$ cat src/rtl/hilo_ctrl_pkg.sv
// Shared definitions for the HI/LO control block: op encodings, FSM states
// and the default watchdog limit.
package hilo_ctrl_pkg;

  localparam int unsigned TIMEOUT_DEFAULT = 48;

  typedef enum logic [2:0] {
    OP_NOP   = 3'd0,
    OP_MULT  = 3'd1,
    OP_MULTU = 3'd2,
    OP_MTHI  = 3'd3,
    OP_MTLO  = 3'd4,
    OP_MFHI  = 3'd5,
    OP_MFLO  = 3'd6,
    OP_RSVD  = 3'd7
  } op_e;

  typedef enum logic [1:0] {
    ST_IDLE  = 2'd0,
    ST_START = 2'd1,
    ST_WAIT  = 2'd2,
    ST_FIX   = 2'd3
  } state_e;

endpackage

$ cat src/rtl/hilo_ucorr.sv
// MULTU correction: turns a signed 32x32 product into the unsigned product
// by adding back the operand contributions lost to sign interpretation.
module hilo_ucorr (
  input  logic [63:0] i_z,
  input  logic [31:0] i_a,
  input  logic [31:0] i_b,
  output logic [63:0] o_z
);

  logic [63:0] w_add_a;
  logic [63:0] w_add_b;

  // A negative-looking a contributes an extra b*2^32, and vice versa
  always_comb begin
    w_add_a = i_a[31] ? {i_b, 32'h0} : '0;
    w_add_b = i_b[31] ? {i_a, 32'h0} : '0;
    o_z     = i_z + w_add_a + w_add_b;
  end

endmodule

$ cat src/rtl/hilo_ctrl.sv
// HI/LO register control: MTHI/MTLO/MFHI/MFLO handling and sequencing of an
// external signed multiplier for MULT/MULTU, with a WAIT-state watchdog.
module hilo_ctrl
  import hilo_ctrl_pkg::*;
#(
  parameter int unsigned TIMEOUT = TIMEOUT_DEFAULT
) (
  input  logic        clk,
  input  logic        reset,
  input  logic        op_valid,
  input  logic [2:0]  op,
  input  logic [31:0] rs_val,
  input  logic [31:0] rt_val,
  output logic        stall,
  output logic [31:0] rd_data,
  output logic [31:0] hi,
  output logic [31:0] lo,
  output logic        err,
  output logic        mul_start,
  output logic [31:0] mul_a,
  output logic [31:0] mul_b,
  input  logic        mul_busy,
  input  logic [63:0] mul_z
);

  localparam int unsigned CW = (TIMEOUT > 1) ? $clog2(TIMEOUT) : 1;

  state_e        r_state;
  state_e        w_next;
  op_e           w_op;
  logic          w_accept;
  logic          w_is_mul;
  logic          w_timeout;
  logic [31:0]   r_a;
  logic [31:0]   r_b;
  logic          r_uns;
  logic [CW-1:0] r_cnt;
  logic [63:0]   w_ucorr;
  logic [63:0]   w_prod;

  assign w_op     = op_e'(op);
  assign w_accept = op_valid && (r_state == ST_IDLE);
  assign w_is_mul = (w_op == OP_MULT) || (w_op == OP_MULTU);
  assign mul_a    = r_a;
  assign mul_b    = r_b;

  hilo_ucorr u_ucorr (
    .i_z (mul_z),
    .i_a (r_a),
    .i_b (r_b),
    .o_z (w_ucorr)
  );

  assign w_prod = r_uns ? w_ucorr : mul_z;

  // FSM next state, stall, start pulse and watchdog expiry
  always_comb begin
    w_next    = r_state;
    stall     = 1'b1;
    mul_start = 1'b0;
    w_timeout = 1'b0;
    case (r_state)
      ST_IDLE: begin
        stall = 1'b0;
        if (w_accept && w_is_mul) w_next = ST_START;
      end
      ST_START: begin
        mul_start = 1'b1;
        w_next    = ST_WAIT;
      end
      ST_WAIT: begin
        // A completed product wins over a simultaneous watchdog expiry
        if (!mul_busy) begin
          w_next = ST_FIX;
        end else if (r_cnt == CW'(TIMEOUT - 1)) begin
          w_next    = ST_IDLE;
          w_timeout = 1'b1;
        end
      end
      ST_FIX:  w_next = ST_IDLE;
      default: w_next = ST_IDLE;
    endcase
  end

  // MFHI/MFLO read port, only live on an accepted read
  always_comb begin
    rd_data = '0;
    if (w_accept && (w_op == OP_MFHI)) rd_data = hi;
    if (w_accept && (w_op == OP_MFLO)) rd_data = lo;
  end

  // FSM state register
  always_ff @(posedge clk) begin
    if (reset) r_state <= ST_IDLE;
    else       r_state <= w_next;
  end

  // Multiplier operand capture on accepted MULT/MULTU
  always_ff @(posedge clk) begin
    if (reset) begin
      r_a   <= '0;
      r_b   <= '0;
      r_uns <= 1'b0;
    end else if (w_accept && w_is_mul) begin
      r_a   <= rs_val;
      r_b   <= rt_val;
      r_uns <= (w_op == OP_MULTU);
    end
  end

  // HI/LO architectural registers
  always_ff @(posedge clk) begin
    if (reset) begin
      hi <= '0;
      lo <= '0;
    end else if (r_state == ST_FIX) begin
      {hi, lo} <= w_prod;
    end else begin
      if (w_accept && (w_op == OP_MTHI)) hi <= rs_val;
      if (w_accept && (w_op == OP_MTLO)) lo <= rs_val;
    end
  end

  // WAIT-cycle counter, cleared on the way into WAIT
  always_ff @(posedge clk) begin
    if (reset)                     r_cnt <= '0;
    else if (r_state == ST_START)  r_cnt <= '0;
    else if (r_state == ST_WAIT)   r_cnt <= r_cnt + CW'(1);
  end

  // Sticky watchdog flag
  always_ff @(posedge clk) begin
    if (reset)          err <= 1'b0;
    else if (w_timeout) err <= 1'b1;
  end

endmodule

$ cat config.mk
export PLATFORM = sky130hd
export DESIGN_NAME = hilo_ctrl
export DESIGN_NICKNAME = d
export VERILOG_FILES = /design/src/rtl/hilo_ctrl_pkg.sv /design/src/rtl/hilo_ucorr.sv /design/src/rtl/hilo_ctrl.sv
export SDC_FILE = /design/constraint.sdc
export NUM_CORES = 1
export LEC_CHECK = 0
export ABC_AREA = 1
export CORE_ASPECT_RATIO = 0.5
export CORE_MARGIN = 10
export CORE_UTILIZATION = 51
export DETAILED_ROUTE_END_ITERATION = 7
export PLACE_DENSITY_LB_ADDON = 0.25
export SLEW_MARGIN = 15
export SYNTH_ARGS = -nofsm -noshare
export SYNTH_HDL_FRONTEND = slang
export SYNTH_SLANG_ARGS = --single-unit
$ cat constraint.sdc
create_clock -name clk -period 5.5 [get_ports clk]
set_input_delay 1.1 -clock clk [delete_from_list [all_inputs] [get_ports clk]]
set_output_delay 1.1 -clock clk [all_outputs]
set_load 0.05 [all_outputs]
==> impl_metrics.py, run 1 <==
metrics = {
    "yosys": {
        "async_flop_share_pct": 0,
        "syn_avg_cell_area_sq_um": 6.260,
        "netlist_instances": 1511,
        "ys_seq_area_share_pct": 29.21,
        "syn_area_sq_mm": 0.009459,
        "synth_seq_cells": 138,
        "synth_fp_nets": 1709,
        "synthDistinctLibCells": 34,
        "synth_edf_count": 0,
        "synthTopCellsByArea": "dfxtp_1 (29%), nand2_1 (16%), nor2_1 (9.2%)",
        "synth_top_area_share_pct": 29.21,
        "synth_flop_cell": "dfxtp_1",
        "synth_top_cell_by_area": "dfxtp_1",
        "yosys_warnings": 0,
    },
    "place": {
        "place_congestion": 0.9567,
        "post_dp_cell_area_sq_mm": 0.01247,
        "hpwlAfterDp_um": 29270,
        "place_ws_ns": 0.9235,
        "port_buffers": 297,
        "dp.cells": 1981,
    },
    "global_routing": {
        "use_met1_pct": 36.32,
        "track_usage_pct": 29.34,
        "grt_pass1_vias": 10590,
        "grt_pass1_wl_um": 57170,
        "grt_overflow": 0,
        "grt_busiest_layer": "met2",
        "grt_antenna_before_repair": 1,
        "globalRouteMet3Util_pct": 7.045,
        "grt_max_degree": 91,
        "groute.layer.met2.usage_pct": 49.02,
    },
    "floorplanning": {
        "die_width_um": 212.6,
        "die_height_um": 116.3,
        "initial_core_util_pct": 51.67,
        "design.die.area_sq_mm": 0.02473,
        "ios": 298,
        "core-area_sq_mm": 0.01831,
        "std_cell_rows": 35,
    },
    "cells_and_area": {
        "syn_to_final_growth_pct": 38.24,
        "utilization_pct": 71.44,
        "nFillCells": 1565,
        "final_cell_mix": "nand2_1 (400), clkdlybuf4s50_1 (297), nor2_1 (230), inv_1 (183), dfxtp_1 (138)",
        "fin_cells": 2014,
        "postLayoutCellArea_sq_mm": 0.01308,
        "fin_nets": 1958,
        "drive_above_1_share_pct": 3.215,
        "layout_commonest_cell": "nand2_1",
    },
    "sta": {
        "holdWs_ns": 0.5006,
        "fin_crit_sh_pct": 85.13,
        "rsz0062_at_grt": "no",
        "finalSetupViolations": 0,
        "drv_slew": 0,
        "worst_slew_pin_slew_ns": 1.029,
        "maxSlewHeadroom_pct": 31.42,
        "tns_ns": 0,
        "setup_slack_ns": 0.8181,
        "max_freq_ghz": 0.2136,
        "fin_crit_ns": 4.682,
        "finClkSkew_ns": 0.008725,
        "finalHoldViolCount": 0,
    },
    "routing": {
        "drc": 9,
        "wl_um": 37550,
        "antenna_left": 0,
        "via_per_inst": 5.494,
        "firstDrtPassIters": 8,
        "drtIter0Drc": 1149,
        "vias": 11060,
        "wire_per_inst_um": 18.64,
    },
    "clock_tree": {
        "cts-root-buf": "clkbuf_16",
        "path_clk_slew_ns": 0.06,
        "clk_latency_ns": 0.43,
        "htreeDepth": 4,
        "cts_resized": 0,
        "ctsHoldBuffers": 0,
        "tritoncts": "done",
        "post_cts_buffers": 0,
        "cts_buffer_depth": 2,
        "cts.sinks": 138,
        "cts_made_buffers": 17,
    },
    "power": {
        "p_per_area_mw_per_mm2": 227.8,
        "ir_drop_mv": 0.2348,
        "power_mw": 2.978,
        "power.leakage_nw": 6.219,
    },
    "worst_setup_path": {
        "r2r_end": "hi[29]$_SDFFE_PP0P_",
        "worst_ep_arrival_time_ns": 3.58,
        "slowest_delay_ns": 0.82,
        "crit_fanout": 65,
        "slowest_stage": "clkdlybuf4s50_1",
        "crit_type": "primary input to primary output",
        "start_kind": "primary input",
        "r2r_setup_slack_ns": 1.73,
        "crit_required_ns": 4.40,
        "crit_path_end_kind": "primary output",
        "timing.rr.start": "mul_a[31]$_SDFFE_PP0P_",
        "path_cells": "clkdlybuf4s50_1, nand2_1, nor2_4, buf_4, nand3_1, nand2_1, clkdlybuf4s50_1",
        "reg2reg_depth": 17,
    },
    "outcome": {
        "status": "finished, violations left",
        "violations": "DRC",
    },
    "hold_path": {
        "min_to": "r_cnt[4]$_SDFFE_PP0P_",
        "min_from": "r_cnt[4]$_SDFFE_PP0P_",
        "hold_depth": 2,
        "hold_class": "register to register",
    },
    "job": {
        "maxCapViolCount": 0,
    },
}
==> flip-flops by register name, indices dropped and copies added (netlist names) <==
name / count
err: 1
r_state: 2
lo: 32
r_uns: 1
mul_a: 32
r_cnt: 6
hi: 32
mul_b: 32
==> Yosys cell counts (26+ instances only) <==
library cell,count
a21oi_1,74
a31oi_1,43
buf_2,26
clkbuf_1,43
dfxtp_1,138
fa_1,32
ha_1,31
inv_1,184
nand2_1,400
nand3_1,105
nor2_1,231
o21ai_0,120
o21ai_1,26
==> worst max-delay path by stage <==
stage / startpoint / to / slack (ns) / cells past startpoint
6_report: op_valid / rd_data[31] / 0.82 / 7
2_1_floorplan: op_valid / rd_data[6] / 2.28 / 6
5_1_grt: op_valid / rd_data[31] / 0.76 / 7
3_5_place_dp: op_valid / rd_data[31] / 0.92 / 7
4_1_cts: op_valid / rd_data[31] / 0.92 / 7
3_3_place_gp: op_valid / rd_data[2] / 1.06 / 7
==> layer usage <==
metal | wire (um) | vias to the layer above
met5 | 0 | -
met4 | 1237 | 0
met3 | 3385 | 91
met2 | 17460 | 577
met1 | 15470 | 5108
li1 | - | 5288
==> layout make-up <==
cell class | count | area (sq um) | share of cell area (%)
Tap cell | 240 | 300.3 | 2.296
Sequential cell | 138 | 2763 | 21.13
Clock buffer | 19 | 432.9 | 3.311
Antenna cell | 1 | 2.502 | 0.01914
Multi-Input combinational cell | 1106 | 5648 | 43.19
Clock inverter | 13 | 166.4 | 1.273
Inverter | 190 | 715.7 | 5.473
Timing Repair Buffer | 307 | 3048 | 23.31
==> logic make-up after synthesis <==
family,after synthesis,share of synthesized area [%]
adders and majority gates,63,10.87
AOI/OAI and AO/OA,273,15.42
buffers and inverters,267,11.16
and+or+nand+nor,755,31.94
xor gates and xnor gates,15,1.389
DFF,138,29.21
==> where the power goes <==
part / leakage [nW] / total (mW) / switching, mW / internal (mW)
Sequential: 1.12 / 1.10 / 0.0508 / 1.05
Clock: 0.284 / 1.20 / 0.485 / 0.718
Combinational: 4.81 / 0.676 / 0.424 / 0.252
==> worst max-delay path: cells and delay by family <==
family,cells,cell delay (ns)
buffers and inverters,3,1.79
AND/OR/NAND/NOR,4,0.67
(Power assumes the default switching activity.)
==> inputs of run 2 (changes only) <==
==> constraint.sdc (replaced) <==
create_clock -name clk -period 5.6 [get_ports clk]
set_input_delay 1.12 -clock clk [delete_from_list [all_inputs] [get_ports clk]]
set_output_delay 1.12 -clock clk [all_outputs]
set_load 0.05 [all_outputs]
==> run 2 against run 1 <==
  * The flow now finishes without violations
  * Clock power down 4%
  * Critical path depth stayed put
  * First-iteration DRC count rose by 5.7%
==> impl_metrics.py, run 2 (synthesis results as in run 1) <==
metrics = {
    "sta": {
        "finalSetupViolations": 0,
        "drv_slew": 0,
        "maxSlewHeadroom_pct": 24.45,
        "rsz0062_at_grt": "no",
        "worst_slew_pin_slew_ns": 1.132,
        "setup_slack_ns": 0.9530,
        "max_freq_ghz": 0.2152,
        "tns_ns": 0,
        "fin_crit_sh_pct": 82.98,
        "holdWs_ns": 0.4821,
        "finClkSkew_ns": 0.007928,
        "finalHoldViolCount": 0,
        "fin_crit_ns": 4.647,
    },
    "cells_and_area": {
        "layout_commonest_cell": "nand2_1",
        "diodes": 0,
        "postLayoutCellArea_sq_mm": 0.01305,
        "drive_above_1_share_pct": 3.273,
        "fin_nets": 1958,
        "final_cell_mix": "nand2_1 (400), clkdlybuf4s50_1 (297), nor2_1 (230), inv_1 (183), dfxtp_1 (138)",
        "nFillCells": 1514,
        "syn_to_final_growth_pct": 38.00,
    },
    "floorplanning": {
        "die_height_um": 116.3,
        "initial_core_util_pct": 51.67,
        "die_width_um": 212.6,
        "core-area_sq_mm": 0.01831,
        "design.die.area_sq_mm": 0.02473,
        "ios": 298,
        "std_cell_rows": 35,
    },
    "routing": {
        "via_per_inst": 5.453,
        "drc": 0,
        "wl_um": 37070,
        "vias": 10970,
        "antenna_left": 0,
        "drtIter0Drc": 1214,
        "firstDrtPassIters": 6,
        "wire_per_inst_um": 18.43,
    },
    "worst_setup_path": {
        "crit_buf_inv": 3,
        "reg2reg_depth": 17,
        "crit_fanout": 65,
        "r2r_setup_slack_ns": 1.87,
        "slowest_delay_ns": 0.81,
        "r2r_end": "hi[29]$_SDFFE_PP0P_",
        "crit_type": "primary input to primary output",
        "start_kind": "primary input",
        "crit_path_start": "op_valid",
        "slowest_stage": "clkdlybuf4s50_1",
        "path_cells": "clkdlybuf4s50_1, nand2_1, nor2_4, buf_4, nand3_1, nand2_1, clkdlybuf4s50_1",
        "crit_required_ns": 4.48,
        "worst_ep_arrival_time_ns": 3.53,
        "timing.rr.start": "mul_b[31]$_SDFFE_PP0P_",
        "crit_family": "buffers and inverters",
        "endpoint": "rd_data[22]",
        "cp_num_cells": 7,
        "crit_path_end_kind": "primary output",
    },
    "clock_tree": {
        "tritoncts": "done",
        "cts_buffer_depth": 2,
        "cts_made_buffers": 17,
        "ctsHoldBuffers": 0,
        "htreeDepth": 4,
        "cts_resized": 0,
        "cts-root-buf": "clkbuf_16",
        "path_clk_slew_ns": 0.06,
        "cts.sinks": 138,
        "clk_latency_ns": 0.43,
        "post_cts_buffers": 0,
    },
    "outcome": {
        "status": "finished clean",
    },
    "power": {
        "ir_drop_mv": 0.2239,
        "p_per_area_mw_per_mm2": 221.1,
        "combinationalPowerShare_pct": 22.9,
        "p_int_mw": 1.945,
        "p_clk_share_pct": 39.7,
        "power_frac_seq_pct": 37.4,
        "power.leakage_nw": 6.215,
        "p_sw_mw": 0.9413,
        "swShare_pct": 32.61,
    },
    "place": {
        "port_buffers": 297,
        "post_dp_cell_area_sq_mm": 0.01247,
        "place_ws_ns": 1.009,
        "hpwlAfterDp_um": 28910,
        "place_congestion": 0.9698,
    },
    "hold_path": {
        "hold_class": "register to register",
    },
    "global_routing": {
        "grt_antenna_before_repair": 1,
        "grt_max_degree": 92,
        "grt_pass1_wl_um": 57440,
        "grt_pass1_vias": 10520,
        "grt_overflow": 0,
        "track_usage_pct": 29.18,
    },
    "job": {
        "maxCapViolCount": 0,
    },
}
-- run 2: changes by cell type in the layout (fill, tap and decap cells not counted), sizes merged --
cell / delta
inv: +2
bufinv: -1
clkbuf: -1
clkinv: -1
diode: -1
-- run 2: per-stage QoR --
step	total power [mW]	util [%]	std cells
5_1_grt	2.982	71.31	2012
3_5_place_dp	1.752	68.14	1981
2_1_floorplan	1.471	-	1511
4_1_cts	2.881	71.31	2012
6_report	2.886	71.31	2012
3_3_place_gp	1.740	68.14	1981
-- run 2: how the worst min path moves through the flow --
stage,start,to,slack [ns],cells past startpoint
after floorplan,r_cnt[5]$_SDFFE_PP0P_,r_cnt[5]$_SDFFE_PP0P_,0.45,2
after global routing,mul_b[25]$_SDFFE_PP0P_,mul_b[25]$_SDFFE_PP0P_,0.53,2
final,r_cnt[5]$_SDFFE_PP0P_,r_cnt[5]$_SDFFE_PP0P_,0.48,2
after detailed placement,r_cnt[5]$_SDFFE_PP0P_,r_cnt[5]$_SDFFE_PP0P_,0.47,2
after global placement,r_cnt[5]$_SDFFE_PP0P_,r_cnt[5]$_SDFFE_PP0P_,0.46,2
after CTS,r_cnt[5]$_SDFFE_PP0P_,r_cnt[5]$_SDFFE_PP0P_,0.48,2
-- run 2: area by class of cell --
class	instances	area, sq um	share of cell area, %
Multi-Input combinational cell	1106	5648	43.27
Tap cell	240	300.3	2.300
Timing Repair Buffer	307	3048	23.35
Clock buffer	18	439.2	3.364
Sequential cell	138	2763	21.16
Clock inverter	13	141.4	1.083
Inverter	190	714.4	5.473
-- run 2: worst min-delay path: stages (launching register included) --
cell and delay [ns]:
dfxtp_1 0.32, nand2_1 0.06, a21oi_1 0.06
-- run 2: routing by layer --
layer  part of all wire, %  track usage, %
met5                 0.027               0
met4                   2.6           9.546
met3                   9.1           6.215
met2                    47           48.41
met1                    41           37.31
-- run 2: power groups by stage --
stage                     Clock (mW)  Sequential [mW]  Combinational, mW
after CTS                       1.15             1.08              0.659
after global routing            1.19             1.08              0.708
final                           1.15             1.08              0.661
after global placement             0             1.10              0.643
after floorplan                    0             1.24              0.231
after detailed placement           0             1.10              0.654
